`src/rtl/sar_conv_sequencer.sv`:
```
// sar_conv_sequencer
//   Runs the SAR converter either free-running (enable) or one conversion at a
//   time (single_shot). Each conversion issues a one-cycle cnvst pulse, then
//   waits for eoc and captures sar in that cycle. Results go into a
//   first-word-fall-through FIFO that is drained over a valid/ready interface.
//   The block keeps a sticky flag for samples lost to a full FIFO (overrun) and
//   one for conversions aborted without eoc (timeout).
//
// Ports
//   clk, rst_n        clock (posedge) and asynchronous active-low reset
//   enable            1 = free-running conversions
//   single_shot       pulse: one conversion if idle and enable=0
//   rate_div[7:0]     idle gap between the end of a conversion and the next start
//   clr_flags         pulse: clears overrun and timeout
//   cnvst             conversion start to the SAR logic (1-cycle pulse)
//   eoc, sar          end of conversion and result from the SAR logic
//   m_valid, m_ready  output handshake; m_data is the FIFO head
//   fifo_level[2:0]   number of entries held
//   busy              conversion in progress (START or CONV)
//   overrun, timeout  sticky status flags
//   conv_count[15:0]  number of samples written into the FIFO (wraps)
module sar_conv_sequencer #(
  parameter int DATA_W     = 10,
  parameter int FIFO_DEPTH = 4,
  parameter int TIMEOUT    = 32
) (
  input  logic              clk,
  input  logic              rst_n,
  input  logic              enable,
  input  logic              single_shot,
  input  logic [7:0]        rate_div,
  input  logic              clr_flags,
  output logic              cnvst,
  input  logic              eoc,
  input  logic [DATA_W-1:0] sar,
  output logic              m_valid,
  input  logic              m_ready,
  output logic [DATA_W-1:0] m_data,
  output logic [2:0]        fifo_level,
  output logic              busy,
  output logic              overrun,
  output logic              timeout,
  output logic [15:0]       conv_count
);

  localparam int         PTR_W    = (FIFO_DEPTH > 1) ? $clog2(FIFO_DEPTH) : 1;
  localparam logic [2:0] DEPTH_L  = 3'(FIFO_DEPTH);
  localparam logic [7:0] TMO_LOAD = 8'(TIMEOUT - 1);

  typedef enum logic [1:0] {S_IDLE, S_START, S_CONV, S_GAP} state_t;

  state_t            state_q;
  logic [7:0]        timer_q;
  logic [7:0]        gap_q;
  logic              cnvst_q;
  logic              busy_q;

  logic [DATA_W-1:0] mem_q [FIFO_DEPTH];
  logic [PTR_W-1:0]  rd_ptr_q, rd_ptr_d;
  logic [PTR_W-1:0]  wr_ptr_q, wr_ptr_d;
  logic [2:0]        level_q, level_d;
  logic [15:0]       count_q, count_d;
  logic              overrun_q, overrun_d;
  logic              timeout_q, timeout_d;

  logic push, pop, full, wr_ok, drop, tmo_hit;

  // eoc only counts while a conversion is actually outstanding.
  assign push    = (state_q == S_CONV) & eoc;
  assign pop     = (level_q != 3'd0) & m_ready;
  assign full    = (level_q == DEPTH_L);
  // A pop in the same cycle frees the slot the incoming sample needs.
  assign wr_ok   = push & (~full | pop);
  assign drop    = push & full & ~pop;
  assign tmo_hit = (state_q == S_CONV) & ~eoc & (timer_q == 8'd0);

  // Sequencer FSM; cnvst and busy are registered alongside the state.
  always_ff @(posedge clk or negedge rst_n) begin
    if (!rst_n) begin
      state_q <= S_IDLE;
      timer_q <= 8'd0;
      gap_q   <= 8'd0;
      cnvst_q <= 1'b0;
      busy_q  <= 1'b0;
    end else begin
      case (state_q)
        S_IDLE: begin
          if (enable || single_shot) begin
            state_q <= S_START;
            cnvst_q <= 1'b1;
            busy_q  <= 1'b1;
          end
        end
        S_START: begin
          cnvst_q <= 1'b0;
          timer_q <= TMO_LOAD;
          state_q <= S_CONV;
        end
        S_CONV: begin
          if (eoc || timer_q == 8'd0) begin
            // rate_div is captured here only; later changes do not stretch this gap.
            gap_q   <= rate_div;
            busy_q  <= 1'b0;
            state_q <= S_GAP;
          end else begin
            timer_q <= timer_q - 8'd1;
          end
        end
        S_GAP: begin
          if (gap_q == 8'd0) state_q <= S_IDLE;
          else               gap_q   <= gap_q - 8'd1;
        end
        default: state_q <= S_IDLE;
      endcase
    end
  end

  always_comb begin
    rd_ptr_d  = rd_ptr_q;
    wr_ptr_d  = wr_ptr_q;
    level_d   = level_q;
    count_d   = count_q;
    if (pop)   rd_ptr_d = rd_ptr_q + PTR_W'(1);
    if (wr_ok) begin
      wr_ptr_d = wr_ptr_q + PTR_W'(1);
      count_d  = count_q + 16'd1;
    end
    case ({wr_ok, pop})
      2'b10:   level_d = level_q + 3'd1;
      2'b01:   level_d = level_q - 3'd1;
      default: level_d = level_q;
    endcase
    // A set event in the same cycle as clr_flags keeps the flag set.
    overrun_d = drop    | (overrun_q & ~clr_flags);
    timeout_d = tmo_hit | (timeout_q & ~clr_flags);
  end

  always_ff @(posedge clk or negedge rst_n) begin
    if (!rst_n) begin
      rd_ptr_q  <= '0;
      wr_ptr_q  <= '0;
      level_q   <= 3'd0;
      count_q   <= 16'd0;
      overrun_q <= 1'b0;
      timeout_q <= 1'b0;
    end else begin
      rd_ptr_q  <= rd_ptr_d;
      wr_ptr_q  <= wr_ptr_d;
      level_q   <= level_d;
      count_q   <= count_d;
      overrun_q <= overrun_d;
      timeout_q <= timeout_d;
    end
  end

  // Sample storage carries no reset; validity is tracked by level_q alone.
  always_ff @(posedge clk) begin
    if (wr_ok) mem_q[wr_ptr_q] <= sar;
  end

  assign cnvst      = cnvst_q;
  assign busy       = busy_q;
  assign m_valid    = (level_q != 3'd0);
  // Head is gated so an empty FIFO (including right after reset) presents zero
  // instead of stale storage.
  assign m_data     = m_valid ? mem_q[rd_ptr_q] : '0;
  assign fifo_level = level_q;
  assign overrun    = overrun_q;
  assign timeout    = timeout_q;
  assign conv_count = count_q;

endmodule

```
`config.mk`:
```
export PLATFORM = sky130hd
export DESIGN_NAME = sar_conv_sequencer
export DESIGN_NICKNAME = d
export VERILOG_FILES = /design/src/rtl/sar_conv_sequencer.sv
export SDC_FILE = /design/constraint.sdc
export NUM_CORES = 1
export LEC_CHECK = 0
export BUFFER_PORTS_ARGS = -buffer_cell sky130_fd_sc_hd__buf_2
export CAP_MARGIN = 20
export CORE_ASPECT_RATIO = 1.5
export CORE_MARGIN = 1
export CORE_UTILIZATION = 49
export CTS_CLUSTER_SIZE = 8
export DETAILED_ROUTE_END_ITERATION = 6
export PLACE_DENSITY = 0.7
export SYNTH_ARGS = -nofsm -noshare
export SYNTH_HDL_FRONTEND = slang
export SYNTH_SLANG_ARGS = --single-unit
```
`constraint.sdc`:
```
create_clock -name clk -period 5.85 [get_ports clk]
set_input_delay 0.8775 -clock clk [delete_from_list [all_inputs] [get_ports clk]]
set_output_delay 0.8775 -clock clk [all_outputs]
set_load 0.02 [all_outputs]
```
==> results of run 1 <==
[cells in the final DEF, fill, tap and decap left out, drive strengths merged, types with 3 or more instances in the layout]
master,count
ha,13
nand2,14
a21oi,7
or2,4
nand4,8
o211ai,4
nor2,12
nor2b,4
mux4,10
nand2b,5
nand3,8
clkbuf,10
o21ai,6
xor2,6
buf,61
clkinv,4
nor3b,3
dfrtp,45
and2,15
inv,18
and3,4
a221oi,3
xnor2,19
mux2i,6
nor3,9
edfxtp,40
o31ai,5
[through the flow]
| stage | power [mW] | instance area [um^2] | setup WS, ns |
|---|---|---|---|
| 5_1_grt | 2.42 | 4720 | 2.84 |
| 6_report | 2.26 | 4720 | 2.96 |
| 4_1_cts | 2.28 | 4680 | 2.85 |
| 2_1_floorplan | 1.49 | 4010 | 3.25 |
| 3_3_place_gp | 1.70 | 4390 | 2.91 |
| 3_5_place_dp | 1.72 | 4390 | 2.81 |
[cell families after synthesis]
group | count (synthesis)
compound gates | 40
xor+xnor | 25
fa+ha+maj | 14
buf+inv | 28
flops | 85
mux | 18
simple gates | 101
[registers in the layout, indices dropped and copies added (netlist names)]
name        flops
mem_q          40
conv_count     16
gap_q           8
timer_q         8
fifo_level      3
rd_ptr_q        2
state_q         2
wr_ptr_q        2
busy            1
cnvst           1
overrun         1
timeout         1
[critical path: stages (launching register included)]
cell     delay, ns
dfrtp_1       0.77
mux4_2        0.58
and2_1        0.17
buf_2         0.15
[layout make-up]
type	instances	area (um^2)	share of cell area (%)
flip-flops and latches	85	2330	49.3
inverters	18	67.6	1.43
well taps	105	131	2.78
repair buffers	61	325	6.89
clock inverters	6	65.1	1.38
multi-input cells	198	1570	33.3
clock buffers	10	229	4.85
[worst paths after layout]
kind,cells past startpoint,slack (ns),endpoint,start
hold / removal,1,0.36,timer_q[5]$_DFFE_PN0P_,rst_n
hold reg to reg,1,0.47,conv_count[15]$_DFFE_PN0P_,conv_count[15]$_DFFE_PN0P_
setup reg to reg,6,3.24,mem_q[1][9]$_DFFE_PP_,state_q[0]$_DFFE_PN0P_
min in group clk,1,0.47,conv_count[15]$_DFFE_PN0P_,conv_count[15]$_DFFE_PN0P_
setup / recovery,3,2.96,m_data[7],rd_ptr_q[0]$_DFFE_PN0P_
max in group asynchronous,2,5.04,conv_count[10]$_DFFE_PN0P_,rst_n
[layer usage]
layer  GRT usage (%)  up-vias  share of wire, %
li1                -     1272                 -
met1            24.5     1293                43
met2            31.3       51                52
met3            4.63       13               3.2
met4            8.27        0               2.0
met5               0        -                 0
[where the power goes]
part	total [mW]	internal (mW)	leakage, nW	switching (mW)
clock	0.551	0.330	0.142	0.221
sequential	0.891	0.748	0.917	0.143
combinational	0.818	0.366	0.902	0.451
==> results.py, run 1 <==
metrics = {
    "run_status": {
        "status": "finished, final reports clean",
    },
    "placement": {
        "gp_congestion": 0.806,
        "dp.cells": 464,
        "hpwl_mm": 5.37,
        "port_buffers": 58,
    },
    "synth": {
        "synthXorXnorAreaFrac_pct": 5.47,
        "yosys.area.top_type_share_pct": 30.0,
        "yosys.area_share.simple_pct": 14.5,
        "ys_warn_count": 0,
        "ys_seq_area_share_pct": 58.1,
        "syn_nets": 350,
        "synth_top_family_by_area": "simple AND/OR/NAND/NOR gates",
        "synthFlopType": "dfrtp_1",
        "synth_top_area_cell": "edfxtp_1",
        "ys_ff_latch": 85,
        "synth_cell_types": 51,
        "synth_fa_ha_area_share_pct": 4.56,
        "syn_avg_cell_area_um2": 12.9,
        "synth.top_cells.by_area": "edfxtp_1, dfrtp_1, mux4_2",
        "syn_area_mm2": 0.00401,
        "synthArstFlopShare_pct": 52.9,
        "synth.mux.area_fraction_pct": 7.78,
        "synth_compound_area_share_pct": 7.00,
        "synthTopCellsByCount": "dfrtp_1, edfxtp_1, xnor2_1",
        "syn_inst": 311,
        "synth_edf_count": 40,
        "synth_most_common_cell": "dfrtp_1",
    },
    "cells_and_area": {
        "syn_to_final_growth_pct": 17.8,
        "final_util_pct": 59.3,
        "antenna-diode-count": 0,
        "fillers": 639,
        "final_cells": 483,
        "drive_gt1_share_pct": 24.6,
        "final_nets": 412,
    },
    "detailed_routing": {
        "drc": 0,
        "drtIter0Drc": 116,
        "vias": 2629,
        "drtAntennaViolNets": 0,
        "wirelength_mm": 7.39,
        "viasPerCell": 5.44,
        "drtPass1Iterations": 4,
        "routedWlPerCell_um": 15.3,
    },
    "floorplanning": {
        "initial_core_util_pct": 50.3,
        "core-area_mm2": 0.00796,
        "io_pins": 59,
        "die_x_um": 75.8,
        "die_area_mm2": 0.00855,
        "rows": 40,
        "die_y_um": 113,
    },
    "cts": {
        "cts_buffer_depth": 2,
        "root_buffer": "clkbuf_16",
        "cts_buffers": 9,
        "path_clk_slew_ns": 0.06,
        "cts_hold_buf": 0,
        "htreeDepth": 3,
        "cts.sinks": 85,
        "clock_latency_ns": 0.33,
        "cts_resized": 0,
        "postCtsSetupBuffers": 0,
        "cts_tree": "built",
    },
    "timing": {
        "slew_headroom_pct": 46.0,
        "hold_viol": 0,
        "period_minus_slack_ns": 2.89,
        "fmax_mhz": 346,
        "rsz0062_at_grt": "no",
        "setup-tns-final_ns": 0,
        "drv_slew": 0,
        "holdWs_ns": 0.365,
        "skew_ns": 0.00516,
        "finalSetupViolCount": 0,
        "post-route-period-util_pct": 49.4,
        "worst_pin_slew_ns": 0.803,
    },
    "power": {
        "p_per_area_mw_per_mm2": 479,
        "ir_drop_uv": 256,
        "p_leak_nw": 1.96,
    },
    "hold_path": {
        "min_path_type": "input pin to asynchronous set/reset pin",
    },
    "job": {
        "max-cap-violations": 0,
    },
    "global_route": {
        "grt_pass1_wl_mm": 12.3,
        "antenna_found_initial": 0,
        "grt_usage_pct": 19.4,
        "grt-ovfl-total": 0,
        "grt_max_degree": 46,
        "grt_pass1_vias": 2521,
    },
    "setup_path": {
        "crit_type": "register to primary output",
        "worst_setup_path_end_kind": "primary output",
        "cp_data_required_time_ns": 4.97,
        "path_max_fanout": 12,
        "start_kind": "register",
        "crit_arrival_ns": 2.01,
    },
}
Note: power is estimated with default switching activity, not from simulation.
==> inputs of run 2 (changes only) <==
==> constraint.sdc (replaced) <==
create_clock -name clk -period 3 [get_ports clk]
set_input_delay 0.45 -clock clk [delete_from_list [all_inputs] [get_ports clk]]
set_output_delay 0.45 -clock clk [all_outputs]
set_load 0.02 [all_outputs]
==> run 2 against run 1 <==
Core utilization increased by 0.68 points. Clock power is 120% higher. Sequential share of layout area decreased by 0.56 points. Power rose by 100%. Cell count grew 0.41%. Hold slack got worse by 0.29 ns. Clock skew increased by 0.0033 ns. Flip-flop and latch count stayed put. Die area unchanged. First-iteration DRC count is 18% lower. Largest power group unchanged. Highest routed layer unchanged.
==> results.py, run 2 (synthesized netlist as in run 1, its figures left out) <==
metrics = {
    "cts": {
        "cts.sinks": 85,
        "clock_latency_ns": 0.34,
        "cts_hold_buf": 0,
        "cts_tree": "built",
        "cts_buffer_depth": 2,
        "cts_buffers": 9,
        "root_buffer": "clkbuf_16",
        "postCtsSetupBuffers": 0,
        "htreeDepth": 3,
        "path_clk_slew_ns": 0.06,
        "cts_resized": 0,
    },
    "detailed_routing": {
        "routedWlPerCell_um": 15.2,
        "wirelength_mm": 7.38,
        "viasPerCell": 5.44,
        "vias": 2638,
        "drtAntennaViolNets": 0,
        "drtPass1Iterations": 4,
        "drc": 0,
        "drtIter0Drc": 95,
    },
    "timing": {
        "period_minus_slack_ns": 2.49,
        "fmax_mhz": 402,
        "setup-tns-final_ns": 0,
        "finalSetupViolCount": 0,
        "skew_ns": 0.00851,
        "holdWs_ns": 0.0747,
        "post-route-period-util_pct": 82.8,
        "worst_pin_slew_ns": 0.726,
        "hold_viol": 0,
        "drv_slew": 0,
        "rsz0062_at_grt": "no",
        "timing.final.ws_setup_ns": 0.515,
        "slew_headroom_pct": 50.9,
    },
    "setup_path": {
        "path_max_fanout": 12,
        "r2r_end": "gap_q[1]$_DFFE_PN0P_",
        "crit_arrival_ns": 2.04,
        "r2r_start": "state_q[1]$_DFFE_PN0P_",
        "crit_type": "register to primary output",
        "worst_setup_path_end_kind": "primary output",
        "start_kind": "register",
        "r2r_slack_ns": 0.58,
        "cp_data_required_time_ns": 2.55,
        "rr_worst_depth": 5,
    },
    "floorplanning": {
        "io_pins": 59,
        "die_x_um": 75.8,
        "core-area_mm2": 0.00796,
        "rows": 40,
        "die_area_mm2": 0.00855,
        "initial_core_util_pct": 50.3,
        "die_y_um": 113,
    },
    "cells_and_area": {
        "fillers": 674,
        "syn_to_final_growth_pct": 19.2,
        "final_common_cell": "buf_2",
        "largest-register": "mem_q",
        "final_nets": 414,
        "layout_common_cells": "buf_2, dfrtp_1, edfxtp_1, xnor2_1, inv_1",
        "antenna-diode-count": 0,
        "drive_gt1_share_pct": 25.3,
        "final_util_pct": 60.0,
        "largest_reg_flops": 40,
    },
    "job": {
        "max-cap-violations": 0,
    },
    "global_route": {
        "grt_pass1_wl_mm": 12.3,
        "grt_usage_pct": 19.6,
        "grt_pass1_vias": 2621,
        "grt_max_degree": 46,
        "antenna_found_initial": 0,
        "grt-ovfl-total": 0,
    },
    "power": {
        "p_seq_share_pct": 38.0,
        "clkPwrFrac_pct": 26.4,
        "p_sw_mw": 1.60,
        "p_leak_nw": 1.99,
        "power.total_mw": 4.55,
        "ir_drop_uv": 448,
        "comb_power_share_pct": 35.6,
        "p_per_area_mw_per_mm2": 953,
        "intPower_mw": 2.94,
        "switching_share_pct": 35.3,
    },
    "run_status": {
        "status": "finished, final reports clean",
    },
    "placement": {
        "place_ws_ns": 0.583,
        "gp_congestion": 0.832,
        "port_buffers": 58,
        "hpwl_mm": 5.28,
    },
    "hold_path": {
        "min_path_type": "input pin to asynchronous set/reset pin",
    },
}
==> run 2: cell types whose count changed in the layout (fill, tap and decap cells not counted) <==
| cell | before | now |
|---|---|---|
| buf_4 | 2 | 4 |
| clkinv_2 | 2 | 0 |
| bufinv_16 | 1 | 2 |
| clkbuf_1 | 1 | 0 |
| clkbuf_8 | 0 | 1 |
| inv_6 | 0 | 1 |
==> run 2: power by group through the flow <==
stage	Sequential (mW)	Combinational (mW)	Clock, mW
finish	1.73	1.62	1.20
detailed placement	1.76	1.62	0
floorplan	1.72	1.18	0
global placement	1.74	1.59	0
global route	1.77	1.83	1.27
CTS	1.74	1.63	1.23
==> run 2: worst max path at each step <==
| stage | from | end | slack [ns] | depth (start not counted) |
|---|---|---|---|---|
| after global routing | state_q[1]$_DFFE_PN0P_ | gap_q[0]$_DFFE_PN0P_ | 0.38 | 5 |
| after CTS | rd_ptr_q[0]$_DFFE_PN0P_ | m_data[4] | 0.47 | 3 |
| after detailed placement | state_q[1]$_DFFE_PN0P_ | gap_q[1]$_DFFE_PN0P_ | 0.58 | 5 |
| final | rd_ptr_q[0]$_DFFE_PN0P_ | m_data[4] | 0.51 | 3 |
| after global placement | state_q[1]$_DFFE_PN0P_ | gap_q[1]$_DFFE_PN0P_ | 0.63 | 5 |
| after floorplan | state_q[0]$_DFFE_PN0P_ | mem_q[0][0]$_DFFE_PP_ | 0.55 | 7 |
==> run 2: worst max-delay path, cell delays in order, from the launching register on <==
cell     delay [ns]
dfrtp_1        0.79
mux4_2         0.59
and2_1         0.17
buf_2          0.15
==> run 2: routing by layer <==
metal | vias to the layer above | track usage, % | wire length, um | part of all wire, %
met2 | 60 | 32.7 | 3910 | 53
met3 | 18 | 5.08 | 291 | 3.9
met5 | - | 0 | 0 | 0
met1 | 1286 | 23.1 | 2980 | 40
li1 | 1274 | - | - | -
met4 | 0 | 9.01 | 200 | 2.7
==> run 2: final cells by class <==
cell class                      count  area (um^2)  share of cell area (%)
Sequential cell                    85         2330                    48.8
Multi-Input combinational cell    198         1570                    33.0
Timing Repair Buffer               63          340                    7.13
Clock buffer                       10          239                    5.01
Tap cell                          105          131                    2.75
Clock inverter                      6         93.8                    1.97
Inverter                           18         67.6                    1.42
==> run 2: per-stage QoR <==
step                      cells  instance area (um^2)
final                       485                  4770
after floorplan             311                  4010
after global placement      468                  4420
after CTS                   484                  4750
after detailed placement    468                  4420
after global routing        485                  4770
==> inputs of run 3 (changes only) <==
==> constraint.sdc (replaced) <==
create_clock -name clk -period 2.5 [get_ports clk]
set_input_delay 0.375 -clock clk [delete_from_list [all_inputs] [get_ports clk]]
set_output_delay 0.375 -clock clk [all_outputs]
set_load 0.02 [all_outputs]
==> run 3 against run 2 <==
Worst setup slack got worse by 0.34 ns. Critical endpoint is now state_q[1]$_DFFE_PN0P_. Cell area down 0.71%. Via count up 1.3%. Flip-flop and latch count stayed put. Sequential power grew 17%.
==> results.py, run 3 (synthesized netlist as in run 1, its figures left out) <==
metrics = {
    "run_status": {
        "status": "finished, final reports clean",
    },
    "power": {
        "switching_share_pct": 37.0,
        "comb_power_share_pct": 38.6,
        "intPower_mw": 3.33,
        "p_per_area_mw_per_mm2": 1120,
        "p_seq_share_pct": 38.4,
        "p_leak_nw": 1.98,
        "p_sw_mw": 1.96,
        "clkPwrFrac_pct": 23.0,
        "ir_drop_uv": 658,
    },
    "placement": {
        "port_buffers": 58,
        "gp_congestion": 0.862,
        "hpwl_mm": 5.51,
        "placed_cell_area_mm2": 0.00446,
        "place_ws_ns": 0.186,
    },
    "cts": {
        "cts_hold_buf": 0,
        "cts_buffers": 9,
        "cts_resized": 0,
        "htreeDepth": 3,
        "clock_latency_ns": 0.34,
        "path_clk_slew_ns": 0.06,
        "root_buffer": "clkbuf_16",
        "postCtsSetupBuffers": 0,
        "cts_tree": "built",
        "cts_buffer_depth": 2,
        "cts.sinks": 85,
    },
    "cells_and_area": {
        "final_util_pct": 59.5,
        "multiInputGateArea_mm2": 0.00157,
        "antenna-diode-count": 0,
        "fillers": 683,
        "largest-register": "mem_q",
        "seqCellArea_mm2": 0.00233,
        "syn_to_final_growth_pct": 18.3,
        "design_area_mm2": 0.00474,
        "layout_common_cells": "buf_2, dfrtp_1, edfxtp_1, xnor2_1, inv_1",
        "largest_reg_flops": 40,
        "final_nets": 419,
        "final_common_cell": "buf_2",
        "drive_gt1_share_pct": 25.7,
    },
    "global_route": {
        "grt_pass1_vias": 2642,
        "grt_max_degree": 25,
        "grt_pass1_wl_mm": 12.2,
        "use_met2_pct": 33.1,
        "busiest_layer": "met2",
        "grt_use_met1_pct": 22.9,
        "grt-ovfl-total": 0,
        "grt_usage_pct": 19.7,
        "antenna_found_initial": 0,
        "grt_use_met3_pct": 4.90,
    },
    "detailed_routing": {
        "drtPass1Iterations": 4,
        "wirelength_mm": 7.64,
        "drc": 0,
        "drtAntennaViolNets": 0,
        "vias": 2672,
        "viasPerCell": 5.45,
        "routedWlPerCell_um": 15.6,
        "drtIter0Drc": 120,
    },
    "floorplanning": {
        "io_pins": 59,
        "core-area_mm2": 0.00796,
        "die_y_um": 113,
        "die_x_um": 75.8,
        "die_area_mm2": 0.00855,
        "rows": 40,
        "initial_core_util_pct": 50.3,
    },
    "setup_path": {
        "r2r_start": "gap_q[5]$_DFFE_PN0P_",
        "path_max_fanout": 6,
        "cp_data_required_time_ns": 2.72,
        "start_kind": "register",
        "critical_path.endpoint": "state_q[1]$_DFFE_PN0P_",
        "critPathLaunch": "gap_q[5]$_DFFE_PN0P_",
        "crit_type": "register to register",
        "r2r_slack_ns": 0.18,
        "worst_setup_path_end_kind": "register",
        "r2r_end": "state_q[1]$_DFFE_PN0P_",
        "crit_arrival_ns": 2.55,
        "rr_worst_depth": 4,
    },
    "timing": {
        "skew_ns": 0.00671,
        "hold_viol": 0,
        "post-route-period-util_pct": 93.0,
        "rsz0062_at_grt": "no",
        "fmax_mhz": 430,
        "period_minus_slack_ns": 2.32,
        "worst_pin_slew_ns": 0.532,
        "setup-tns-final_ns": 0,
        "slew_headroom_pct": 64.6,
        "drv_slew": 0,
        "timing.final.ws_setup_ns": 0.175,
        "finalSetupViolCount": 0,
    },
    "job": {
        "max-cap-violations": 0,
    },
    "hold_path": {
        "min_path_type": "input pin to asynchronous set/reset pin",
    },
}
run 3: cell types whose count changed in the layout (fill, tap and decap cells not counted), sizes merged:
cell	previous run	this run
buf	63	68
clkinv	2	3
clkinvlp	1	2
bufinv	2	0
inv	19	20
clkbuf	10	9
run 3: power by group through the flow:
stage                     clock network (mW)  registers (mW)  logic (mW)
after floorplan                            0            2.07        1.42
after global placement                     0            2.04        2.00
after detailed placement                   0            2.06        2.06
after CTS                               1.25            2.03        2.07
after global routing                    1.29            2.08        2.29
final                                   1.22            2.03        2.04
run 3: metrics by stage:
step                      hold WS (ns)  cells  total power [mW]
after floorplan                 0.0794    311              3.49
after global placement           0.375    474              4.04
after detailed placement         0.380    474              4.12
after CTS                       0.0215    490              5.36
after global routing            0.0311    490              5.66
final                           0.0203    490              5.29
run 3: layer usage:
layer	part of all wire (%)	vias up
met5	0	-
met4	3.0	0
met3	3.2	15
met2	52	57
met1	42	1316
li1	-	1284
run 3: cell type report:
| type | count | share of cell area [%] |
|---|---|---|
| timing repair buffer | 68 | 7.71 |
| clock inverter | 7 | 1.03 |
| inverter | 18 | 1.43 |
| clock buffer | 9 | 4.75 |
| tap | 105 | 2.77 |
| multi-input combinational | 198 | 33.2 |
| sequential | 85 | 49.1 |
run 3: how the worst min path moves through the flow:
stage	end	cells past startpoint	startpoint
2_1_floorplan	busy$_DFFE_PN0P_	0	rst_n
3_3_place_gp	timer_q[5]$_DFFE_PN0P_	2	rst_n
3_5_place_dp	timer_q[5]$_DFFE_PN0P_	2	rst_n
4_1_cts	timer_q[5]$_DFFE_PN0P_	2	rst_n
5_1_grt	timer_q[5]$_DFFE_PN0P_	2	rst_n
6_report	timer_q[5]$_DFFE_PN0P_	2	rst_n
run 3: critical path: stages (launching register included):
cell     delay, ns
dfrtp_1       0.43
or4_1         0.56
or4b_1        0.51
a221o_1       0.40
mux2_4        0.30
